===== config.mk =====
export PLATFORM = sky130hd
export DESIGN_NAME = instr_fetch
export DESIGN_NICKNAME = d
export VERILOG_FILES = /design/src/rtl/instr_fetch_pkg.sv /design/src/rtl/instr_fetch.sv
export SDC_FILE = /design/constraint.sdc
export NUM_CORES = 1
export LEC_CHECK = 0
export CAP_MARGIN = 20
export CORE_MARGIN = 2
export CORE_UTILIZATION = 53
export DETAILED_ROUTE_END_ITERATION = 6
export PLACE_DENSITY = 0.81
export SLEW_MARGIN = 25
export SYNTH_ARGS = -nofsm -noshare
export SYNTH_HDL_FRONTEND = slang
export SYNTH_SLANG_ARGS = --single-unit

===== constraint.sdc =====
create_clock -name clk -period 2.5 [get_ports clk]
set_input_delay 0.5 -clock clk [delete_from_list [all_inputs] [get_ports clk]]
set_output_delay 0.5 -clock clk [all_outputs]
set_load 0.02 [all_outputs]

===== src/rtl/instr_fetch_pkg.sv =====
// instr_fetch_pkg: shared encodings and constants for the fetch stage
package instr_fetch_pkg;
    typedef enum logic [1:0] {
        IDLE  = 2'd0,
        BUSY  = 2'd1,
        FULL  = 2'd2,
        DRAIN = 2'd3
    } fetch_state_e;
    localparam logic [31:0] NOP_ENC = 32'h0000_0013;
    localparam logic [31:0] PC_INC  = 32'd4;
endpackage


===== src/rtl/instr_fetch.sv =====
// instr_fetch: PC owner and imem req/ack front end feeding decode with registered outputs
module instr_fetch
    import instr_fetch_pkg::*;
#(
    parameter logic [31:0] RESET_PC  = 32'h0000_0000,
    parameter logic [31:0] NOP_INSTR = NOP_ENC
) (
    input  logic        clk,
    input  logic        rst,
    input  logic        stall,
    input  logic        redirect,
    input  logic [31:0] redirect_pc,
    output logic        imem_req,
    output logic [31:0] imem_addr,
    input  logic        imem_ack,
    input  logic [31:0] imem_rdata,
    output logic [31:0] instr,
    output logic [31:0] pc_out,
    output logic [31:0] next_pc_out,
    output logic        instr_valid
);
    fetch_state_e state_q;
    logic [31:0]  pc_q, req_addr_q, buf_instr_q, buf_pc_q;
    logic [31:0]  instr_q, pc_out_q, next_pc_q;
    logic         valid_q;
    logic [31:0]  target_d, req_next_d;

    assign target_d    = {redirect_pc[31:2], 2'b00};
    assign req_next_d  = req_addr_q + PC_INC;
    assign imem_req    = (state_q == BUSY) || (state_q == DRAIN);
    assign imem_addr   = req_addr_q;
    assign instr       = instr_q;
    assign pc_out      = pc_out_q;
    assign next_pc_out = next_pc_q;
    assign instr_valid = valid_q;

    always_ff @(posedge clk) begin
        if (rst) begin
            state_q     <= IDLE;
            pc_q        <= RESET_PC;
            req_addr_q  <= RESET_PC;
            buf_instr_q <= '0;
            buf_pc_q    <= '0;
            instr_q     <= NOP_INSTR;
            pc_out_q    <= '0;
            next_pc_q   <= '0;
            valid_q     <= 1'b0;
        end else if (redirect) begin
            // an unacked request must still be retired by memory, so park in DRAIN
            pc_q        <= target_d;
            instr_q     <= NOP_INSTR;
            valid_q     <= 1'b0;
            buf_instr_q <= '0;
            buf_pc_q    <= '0;
            if (imem_req && !imem_ack) begin
                state_q <= DRAIN;
            end else if (!stall) begin
                state_q    <= BUSY;
                req_addr_q <= target_d;
            end else begin
                state_q <= IDLE;
            end
        end else begin
            case (state_q)
                IDLE: if (!stall) begin
                    req_addr_q <= pc_q;
                    state_q    <= BUSY;
                end
                BUSY: if (imem_ack) begin
                    pc_q <= req_next_d;
                    if (!stall) begin
                        instr_q    <= imem_rdata;
                        pc_out_q   <= req_addr_q;
                        next_pc_q  <= req_next_d;
                        valid_q    <= 1'b1;
                        req_addr_q <= req_next_d;
                    end else begin
                        buf_instr_q <= imem_rdata;
                        buf_pc_q    <= req_addr_q;
                        state_q     <= FULL;
                    end
                end
                FULL: if (!stall) begin
                    instr_q    <= buf_instr_q;
                    pc_out_q   <= buf_pc_q;
                    next_pc_q  <= buf_pc_q + PC_INC;
                    valid_q    <= 1'b1;
                    req_addr_q <= pc_q;
                    state_q    <= BUSY;
                end
                DRAIN: if (imem_ack) begin
                    if (!stall) begin
                        req_addr_q <= pc_q;
                        state_q    <= BUSY;
                    end else begin
                        state_q <= IDLE;
                    end
                end
            endcase
        end
    end
endmodule


Word-level counts from Yosys, hierarchy flattened
Index checks and enable logic that the tools add are counted.
{"block": "classes", "n_addsub": 2, "n_eq_ne": 12, "n_mux": 32, "n_bitwise": 1, "reduce_logical": 17}
{"cell": "$mux 32", "count": 17}
{"cell": "$pmux 32 s2", "count": 3}
{"cell": "$pmux 32 s3", "count": 1}
{"cell": "$add 32x3->32 const B", "count": 2}
{"cell": "$mux 2", "count": 6}
{"cell": "$ne 2x2->1 const B", "count": 5}
{"cell": "$reduce_and 5->1", "count": 2}
{"cell": "$ne 3x3->1 const B", "count": 3}
{"cell": "$reduce_and 4->1", "count": 2}
{"cell": "$pmux 2 s3", "count": 1}
{"cell": "$reduce_and 2->1", "count": 3}
{"cell": "$reduce_bool 2->1", "count": 3}
{"cell": "$eq 2x2->1 const B", "count": 2}
{"cell": "$reduce_or 2->1", "count": 2}
{"cell": "$mux 1", "count": 3}
{"cell": "$ne 3x2->1 const B", "count": 1}
{"cell": "$reduce_and 3->1", "count": 1}
{"cell": "$eq 2x1->1 const B", "count": 1}
{"cell": "$logic_not 2->1", "count": 1}
{"cell": "$pmux 1 s2", "count": 1}
{"cell": "$logic_and 1x1->1", "count": 1}
{"cell": "$logic_not 1->1", "count": 1}
{"cell": "$logic_or 1x1->1", "count": 1}
{"cell": "$not 1->1", "count": 1}
{"block": "word_totals", "ff_bits": 227, "in_bits": 69, "out_inout_bits": 130, "elab_cells": 74}

Logic depth before layout (Yosys ltp)
Gate-level depths: netlist of run 1.
{"block": "logic_depth", "ltp_word": 5, "mapped_depth": 10, "depth_no_buf": 7}

Least setup slack after synthesis of run 1
No wires, ideal clock.
{"block": "synth_timing", "path_kind": "register to register", "start": "register req_addr_q[2], in the netlist imem_addr[2]", "end": "register next_pc_q[26], in the netlist next_pc_out[26]", "setup_ns": 0.136, "arrival_ns": 2.037, "t_required_ns": 2.364, "path_slack_ns": 0.328, "stages_incl_launch_ff": 7, "n_path_buf": 0, "synth_period_minus_slack_ns": 2.172, "path_cell_list": "dfxtp_1 ha_1 nand4_4 or4_4 o21a_1 nor3_1 o32ai_1"}
{"block": "synth_between", "elab_chain_len": 4}
{"element": "start, declared", "line": "instr_fetch.sv:23", "rtl": "logic [31:0] pc_q, req_addr_q, buf_instr_q, buf_pc_q;"}
{"element": "start signal, assigned", "line": "instr_fetch.sv:59", "rtl": "req_addr_q <= target_d;"}
{"element": "start signal, assigned", "line": "instr_fetch.sv:66", "rtl": "req_addr_q <= pc_q;"}
{"element": "start signal, assigned", "line": "instr_fetch.sv:76", "rtl": "req_addr_q <= req_next_d;"}
{"element": "$add 32x3->32", "line": "instr_fetch.sv:29", "rtl": "assign req_next_d = req_addr_q + PC_INC;"}
{"element": "$mux 32", "line": "instr_fetch.sv:71", "rtl": "if (!stall) begin"}
{"element": "$mux 32", "line": "instr_fetch.sv:69", "rtl": "BUSY: if (imem_ack) begin"}
{"element": "$pmux 32 s2", "line": "instr_fetch.sv:64", "rtl": "case (state_q)"}
{"element": "end signal, assigned", "line": "instr_fetch.sv:74", "rtl": "next_pc_q <= req_next_d;"}
{"element": "end signal, assigned", "line": "instr_fetch.sv:86", "rtl": "next_pc_q <= buf_pc_q + PC_INC;"}
{"element": "end, declared", "line": "instr_fetch.sv:24", "rtl": "logic [31:0] instr_q, pc_out_q, next_pc_q;"}
Every way passes these cells. The select of a mux whose other input is x is not followed.
A chain may end at the register's enable or synchronous reset.

Worst setup path after layout of run 1
{"block": "layout_timing", "start": "register req_addr_q[25], in the netlist imem_addr[25]", "end": "output port imem_addr[25]"}
{"element": "end, declared", "line": "instr_fetch.sv:14", "rtl": "output logic [31:0] imem_addr,"}
No word-level cell between the ends.

==> summary.md, run 1 <==
## Pwr
- Logic pwr share: 20.8%
- Clk network pwr share: 37.1%
- largest voltage drop on the vdd net: 631.0 uV
- switching power summed over all nets: 2688 uW
- PwrDens: 650.9 nW/um^2
- Flop pwr share: 42.1%
- P_int: 6600 uW
- switching power as a share of total power: 28.94%
- reported leakage power: 0.004717 uW

## Drt
- remaining number of nets flagged by the antenna check after routing: 0
- via count: 11120
- final routed wire length divided by cell count: 19.23 um
- number of iterations in the first detailed-routing pass: 7
- Via-to-Cell Ratio: 6.172
- DR iter-0 viols: 1132
- Total Wirelength: 34640 um
- number of design rule violations left after detail routing: 1

## Worst setup path
- Setup crit end kind: output pin
- Startpoint Class: flip-flop
- data arrival time of the critical path: 1.83 ns
- crit-path max FO: 9
- cell class contributing the biggest share of worst-path delay: buffers and inverters
- count of cell instances traversed by the critical path: 1
- worst setup path endpoint: imem_addr[25]
- cell with the largest stage delay on the worst path: sky130_fd_sc_hd__clkdlybuf4s50_1
- critical register-to-register path endpoint: next_pc_out[28]
- classification of the worst setup path: flip-flop to output pin
- launch point of the worst path: imem_addr[25]
- Required @ worst endpoint: 2.00 ns
- worst reg-to-reg setup slack: 0.17 ns
- R2R Path Start: imem_addr[3]
- Crit path largest cell delay: 0.70 ns
- path depth of the worst reg2reg path: 6
- buffering stage count on the worst path with inverters included: 1
- cell breakdown of the critical path: clkdlybuf4s50_1

## Logic synthesis
- Synth Net Count: 1422
- Yosys top cell by area: sky130_fd_sc_hd__dfxtp_1
- share of the yosys chip area belonging to registers: 40.90%
- main combinational cell family by area after synthesis: compound AO/OA/AOI/OAI gates
- Synth async-reset ratio: 0%
- most frequent cells after synthesis: sky130_fd_sc_hd__dfxtp_1, sky130_fd_sc_hd__nand2_1, sky130_fd_sc_hd__nor2_1
- compound-gate portion of the synthesized area: 24.31%
- synthesized netlist cell count: 1347
- share of the synthesized area in the top cell type: 40.90%
- per-instance average area after synthesis: 8.176 um^2
- cell with the most instances after synthesis: sky130_fd_sc_hd__dfxtp_1
- mux share of post-synthesis cell area: 6.180%
- Post-synth EDFFs: 0
- distinct cell type count of the synthesized netlist: 66
- dominant synthesized flop cell: sky130_fd_sc_hd__dfxtp_1
- simple-gate portion of the synthesized area: 20.11%
- Mapped Area: 11010 um^2
- Synth Warn #: 0
- adder and majority gate portion of the synthesized area: 0.6817%
- synthesized-area fraction occupied by xor and xnor cells: 1.988%
- leading post-synthesis cells by cell area: sky130_fd_sc_hd__dfxtp_1, sky130_fd_sc_hd__nand2_1, sky130_fd_sc_hd__mux2i_1, sky130_fd_sc_hd__a21oi_1, sky130_fd_sc_hd__a211oi_1
- total of flip-flops plus latches after synthesis: 225

## Flow run
- max-cap violation count: 0

## Place
- PortBufs: 196
- DPL Wire Length: 23810 um
- final weighted congestion in routability-driven placement: 0.9226

## Worst hold path
- worst hold-check path type: flip-flop to flip-flop
- worst hold path startpoint: buf_instr_q[6]

## Clocking
- clk slew on worst S/H paths: 0.06 ns
- quantity of gates resized following cts: 4
- maximum root-to-sink buffer count: 3
- CTS root buf: sky130_fd_sc_hd__clkbuf_16
- number of buffers inserted by post-CTS setup repair: 0
- clock latency on the worst-skew pair: 0.52 ns
- H-Tree Level Count: 1
- CTS buffer count: 24
- Hold-fix buffers, CTS: 0
- clock tree from TritonCTS: yes
- Num Clock Sinks: 225

## Global routing
- first-pass GRT wire length: 53810 um
- number of global-route vias before repair: 10200
- antenna violations before repair: 0
- GRT Resource Usage Total: 30.24%
- maximum number of pins on one net before global-route repair: 106
- final global-route overflow total: 0

## Timing
- RSZ-0062 raised after global routing: false
- time the final worst path needs with I/O delays and setup: 2.333 ns
- maximum clock skew at final layout: 0.008205 ns
- Final TNS setup: 0 ns
- hold slack final: 0.4533 ns
- relative max-transition margin: 62.34%
- pins over their slew limit: 0
- highest clock rate: 0.4287 GHz
- final number of setup-violating endpoints: 0
- measured slew at the worst slew-check pin: 0.5615 ns
- count of endpoints failing hold in the final timing report: 0
- final worst-path cycle share: 93.31%

## Outcome
- violated checks: DRC
- status: finished, violations left

## Floorplanning
- area of the placeable core: 20300 um^2
- initial core utilization: 54.25%
- row count: 52
- I/O Pins: 199
- Total Die Area: 21950 um^2
- Die Width: 148.2 um
- DIE HEIGHT: 148.2 um

## Final layout
- multi-input combinational cell area: 5911 um^2
- proportion of layout cells with a drive suffix above 1: 9.275%
- total number of nets in the final design: 1589
- area delta synth->final: 29.58%
- ANT cells: 0
- register area: 4504 um^2
- Filler Cell Count: 1637

## metrics by stage
| stage | area (um^2) | instances | util, % | setup slack [ns] | total power (uW) |
|---|---|---|---|---|---|
| after floorplan | 11010 | 1347 | - | 0.3277 | 5054 |
| after global placement | 13500 | 1758 | 66.51 | 0.2044 | 5844 |
| after detailed placement | 13500 | 1758 | 66.51 | 0.1352 | 5885 |
| after CTS | 14270 | 1801 | 70.30 | 0.1797 | 9289 |
| after global routing | 14270 | 1801 | 70.30 | 0.02403 | 9609 |
| final | 14270 | 1801 | 70.30 | 0.1673 | 9288 |
## routing by layer
layer	wire, um	up-vias	track usage, %
met5	0	-	0
met3	2584	119	4.908
met2	16160	512	49.56
met1	13840	5256	38.66
met4	2058	0	15.43
li1	-	5228	-
## state kept, by name, summed over array words and instances, names as in the netlist
name and count:
buf_instr_q 32, pc_out 32, instr_valid 1, next_pc_out 30, instr 32, state_q 2, buf_pc_q 32, imem_addr 32
pc_q 32
## kinds of logic after synthesis
| family | count (synthesis) |
|---|---|
| simple gates | 475 |
| compound gates | 400 |
| flops | 225 |
| buf+inv | 148 |
| mux | 68 |
| xor+xnor | 25 |
| fa+ha+maj | 6 |
## final cells by class
cell class / count / area share (%)
multi-input combinational: 974 / 41.42
sequential: 225 / 31.56
timing repair buffer: 267 / 18.74
clock buffer: 36 / 5.094
tap: 270 / 2.367
inverter: 22 / 0.5786
clock inverter: 7 / 0.2455
## power groups by stage
stage,Combinational [uW],Clock (uW),Sequential (uW)
2_1_floorplan,921,0,4130
3_5_place_dp,1900,0,3990
3_3_place_gp,1870,0,3980
4_1_cts,1910,3470,3910
5_1_grt,2060,3620,3930
6_report,1930,3450,3910
## cells in the final DEF (no fill, tap or decap), drive strengths merged, types with 4 or more instances in the layout
| cell type | n |
|---|---|
| o221ai | 5 |
| dfxtp | 225 |
| o22ai | 4 |
| a211oi | 69 |
| nor3 | 30 |
| o31a | 10 |
| a222oi | 14 |
| ha | 6 |
| o32ai | 11 |
| buf | 73 |
| xor2 | 6 |
| clkinv | 8 |
| a21oi | 124 |
| clkbuf | 36 |
| a31oi | 4 |
| or4 | 9 |
| xnor2 | 19 |
| a221o | 7 |
| nor2b | 6 |
| inv | 21 |
| clkdlybuf4s50 | 193 |
| and3 | 10 |
| nand3 | 31 |
| nand2b | 6 |
| o31ai | 13 |
| nand2 | 198 |
| o21a | 12 |
| a22o | 11 |
| nor2 | 124 |
| or3 | 5 |
| a22oi | 21 |
| and4 | 9 |
| o211ai | 10 |
| o21ai | 56 |
| a31o | 6 |
| nor4 | 15 |
| mux2i | 68 |
| nand4 | 23 |
## worst min-delay path by stage
stage	end	slack (ns)	cells after the start
after detailed placement	buf_instr_q[27]	0.45	2
after global routing	buf_instr_q[6]	0.47	2
after CTS	buf_instr_q[6]	0.46	2
after floorplan	buf_instr_q[0]	0.44	2
after global placement	buf_instr_q[13]	0.44	2
final	buf_instr_q[6]	0.45	2
No activity file was read; power rests on OpenSTA's default activity.
==> run 2: changes to the inputs <==
--- a/config.mk
+++ b/config.mk
@@ -8,6 +8,7 @@
 export CAP_MARGIN = 20
 export CORE_MARGIN = 2
 export CORE_UTILIZATION = 53
+export CTS_CLUSTER_SIZE = 20
 export DETAILED_ROUTE_END_ITERATION = 6
 export PLACE_DENSITY = 0.81
 export SLEW_MARGIN = 25
==> results of run 2 <==
No change in the layout: final DEF, timing and power equal those of run 1.
==> run 3: changes to the inputs <==
--- a/config.mk
+++ b/config.mk
@@ -10,6 +10,7 @@
 export CORE_UTILIZATION = 53
 export CTS_CLUSTER_SIZE = 20
 export DETAILED_ROUTE_END_ITERATION = 6
+export MAX_ROUTING_LAYER = met4
 export PLACE_DENSITY = 0.81
 export SLEW_MARGIN = 25
 export SYNTH_ARGS = -nofsm -noshare
==> run 3 against run 2 <==
Against the previous run:
- the flow now finishes without violations
- clock power rose by 3%
- utilization fell by 0.10 points
- clock skew up 0.0072 ns
- sequential share of layout area barely moved
- first-iteration DRC count is 3.6% higher
- via count decreased by 0.30%
- sequential power hardly changed
- power up 0.95%
- cell area down 0.15%
- critical path type unchanged
- largest cell class unchanged
==> summary.md, run 3 (same netlist as run 1, synthesis figures left out) <==
## Outcome
- status: finished clean

## Timing
- hold slack final: 0.4514 ns
- final worst-path cycle share: 95.34%
- final setup slack of the worst path: 0.1164 ns
- count of endpoints failing hold in the final timing report: 0
- highest clock rate: 0.4195 GHz
- maximum clock skew at final layout: 0.01538 ns
- Final TNS setup: 0 ns
- final number of setup-violating endpoints: 0
- relative max-transition margin: 63.34%
- measured slew at the worst slew-check pin: 0.5465 ns
- time the final worst path needs with I/O delays and setup: 2.384 ns
- RSZ-0062 raised after global routing: false
- pins over their slew limit: 0

## Final layout
- ANT cells: 0
- proportion of layout cells with a drive suffix above 1: 9.310%
- Filler Cell Count: 1616
- most frequent cells in the layout: sky130_fd_sc_hd__dfxtp_1, sky130_fd_sc_hd__nand2_1, sky130_fd_sc_hd__clkdlybuf4s50_1, sky130_fd_sc_hd__a21oi_1, sky130_fd_sc_hd__nor2_1
- most common cell after layout, fill and taps aside: sky130_fd_sc_hd__dfxtp_1
- total number of nets in the final design: 1593
- area delta synth->final: 29.39%

## Floorplanning
- Die Width: 148.2 um
- Total Die Area: 21950 um^2
- initial core utilization: 54.25%
- I/O Pins: 199
- row count: 52
- area of the placeable core: 20300 um^2
- DIE HEIGHT: 148.2 um

## Place
- placement-stage worst setup slack: 0.1444 ns
- DPL Wire Length: 23830 um
- PortBufs: 196
- final weighted congestion in routability-driven placement: 0.9325

## Pwr
- largest voltage drop on the vdd net: 570.2 uV
- reported leakage power: 0.004707 uW
- PwrDens: 658.0 nW/um^2
- post-layout power: 9376 uW

## Drt
- Top Layer Used: met4
- via count: 11080
- routed wire length on met2: 16040 um
- met3 wirelength from detailed routing: 2714 um
- number of design rule violations left after detail routing: 0
- final routed wire length divided by cell count: 19.03 um
- remaining number of nets flagged by the antenna check after routing: 0
- number of iterations in the first detailed-routing pass: 5
- DR iter-0 viols: 1173
- Via-to-Cell Ratio: 6.136
- met1 WL: 13730 um
- Total Wirelength: 34370 um

## Clocking
- CTS root buf: sky130_fd_sc_hd__clkbuf_16
- clock latency on the worst-skew pair: 0.54 ns
- H-Tree Level Count: 1
- CTS buffer count: 25
- clock tree from TritonCTS: yes
- maximum root-to-sink buffer count: 3
- clk slew on worst S/H paths: 0.06 ns
- Num Clock Sinks: 225

## Worst setup path
- data arrival time of the critical path: 1.88 ns
- cell breakdown of the critical path: clkdlybuf4s50_1
- Required @ worst endpoint: 2.00 ns
- worst reg-to-reg setup slack: 0.19 ns
- Setup crit end kind: output pin
- Crit path largest cell delay: 0.70 ns
- Startpoint Class: flip-flop
- cell with the largest stage delay on the worst path: sky130_fd_sc_hd__clkdlybuf4s50_1
- critical register-to-register path endpoint: next_pc_out[19]
- cell class contributing the biggest share of worst-path delay: buffers and inverters
- classification of the worst setup path: flip-flop to output pin
- path depth of the worst reg2reg path: 6
- count of cell instances traversed by the critical path: 1
- R2R Path Start: imem_addr[8]
- buffering stage count on the worst path with inverters included: 1
- crit-path max FO: 9

## Global routing
- number of global-route vias before repair: 10280
- first-pass GRT wire length: 53910 um
- antenna violations before repair: 0
- maximum number of pins on one net before global-route repair: 97
- GRT Resource Usage Total: 31.13%
- final global-route overflow total: 0

## Worst hold path
- worst hold-check path type: flip-flop to flip-flop
- worst hold path startpoint: buf_instr_q[27]
- WHS Path Cells: 2
- Hold Crit Endpoint: buf_instr_q[27]

## Flow run
- max-cap violation count: 0

run 3: how the worst max path moves through the flow:
stage / start / end / slack (ns)
after floorplan: imem_addr[2] / next_pc_out[26] / 0.33
after global placement: imem_ack / pc_out[26] / 0.20
after detailed placement: imem_ack / pc_out[11] / 0.14
after CTS: state_q[1] / imem_req / 0.11
after global routing: state_q[1] / imem_req / 0.01
final: imem_addr[25] / imem_addr[25] / 0.12
run 3: timing repair:
item | CTS | global route
hold buffers | 0 | 0
buffers inserted | 0 | 0
pin swaps | 0 | 0
resized for setup | 3 | 1
setup endpoints to repair | 1 | 1
run 3: metrics by stage:
step	std cells	instance area (um^2)	util [%]
3_5_place_dp	1761	13460	66.31
4_1_cts	1806	14250	70.19
2_1_floorplan	1347	11010	-
3_3_place_gp	1761	13460	66.31
5_1_grt	1806	14250	70.20
6_report	1806	14250	70.20
run 3: area by class of cell:
class / instances / area (um^2) / area share, %
clock buffer: 35 / 683.2 / 4.794
clock inverter: 10 / 98.84 / 0.6937
inverter: 22 / 82.58 / 0.5795
multi-input combinational: 974 / 5909 / 41.47
sequential: 225 / 4504 / 31.61
tap: 270 / 337.8 / 2.371
timing repair buffer: 270 / 2634 / 18.48
run 3: report_power, final:
part	total, uW	internal, uW	switching (uW)
clock	3550	2030	1530
sequential	3930	3770	156
combinational	1890	816	1080
run 3: per-layer routing:
metal,GRT usage (%),vias to the layer above
met5,-,-
met4,15.43,0
met3,3.650,123
met2,49.77,522
met1,39.25,5192
li1,-,5245
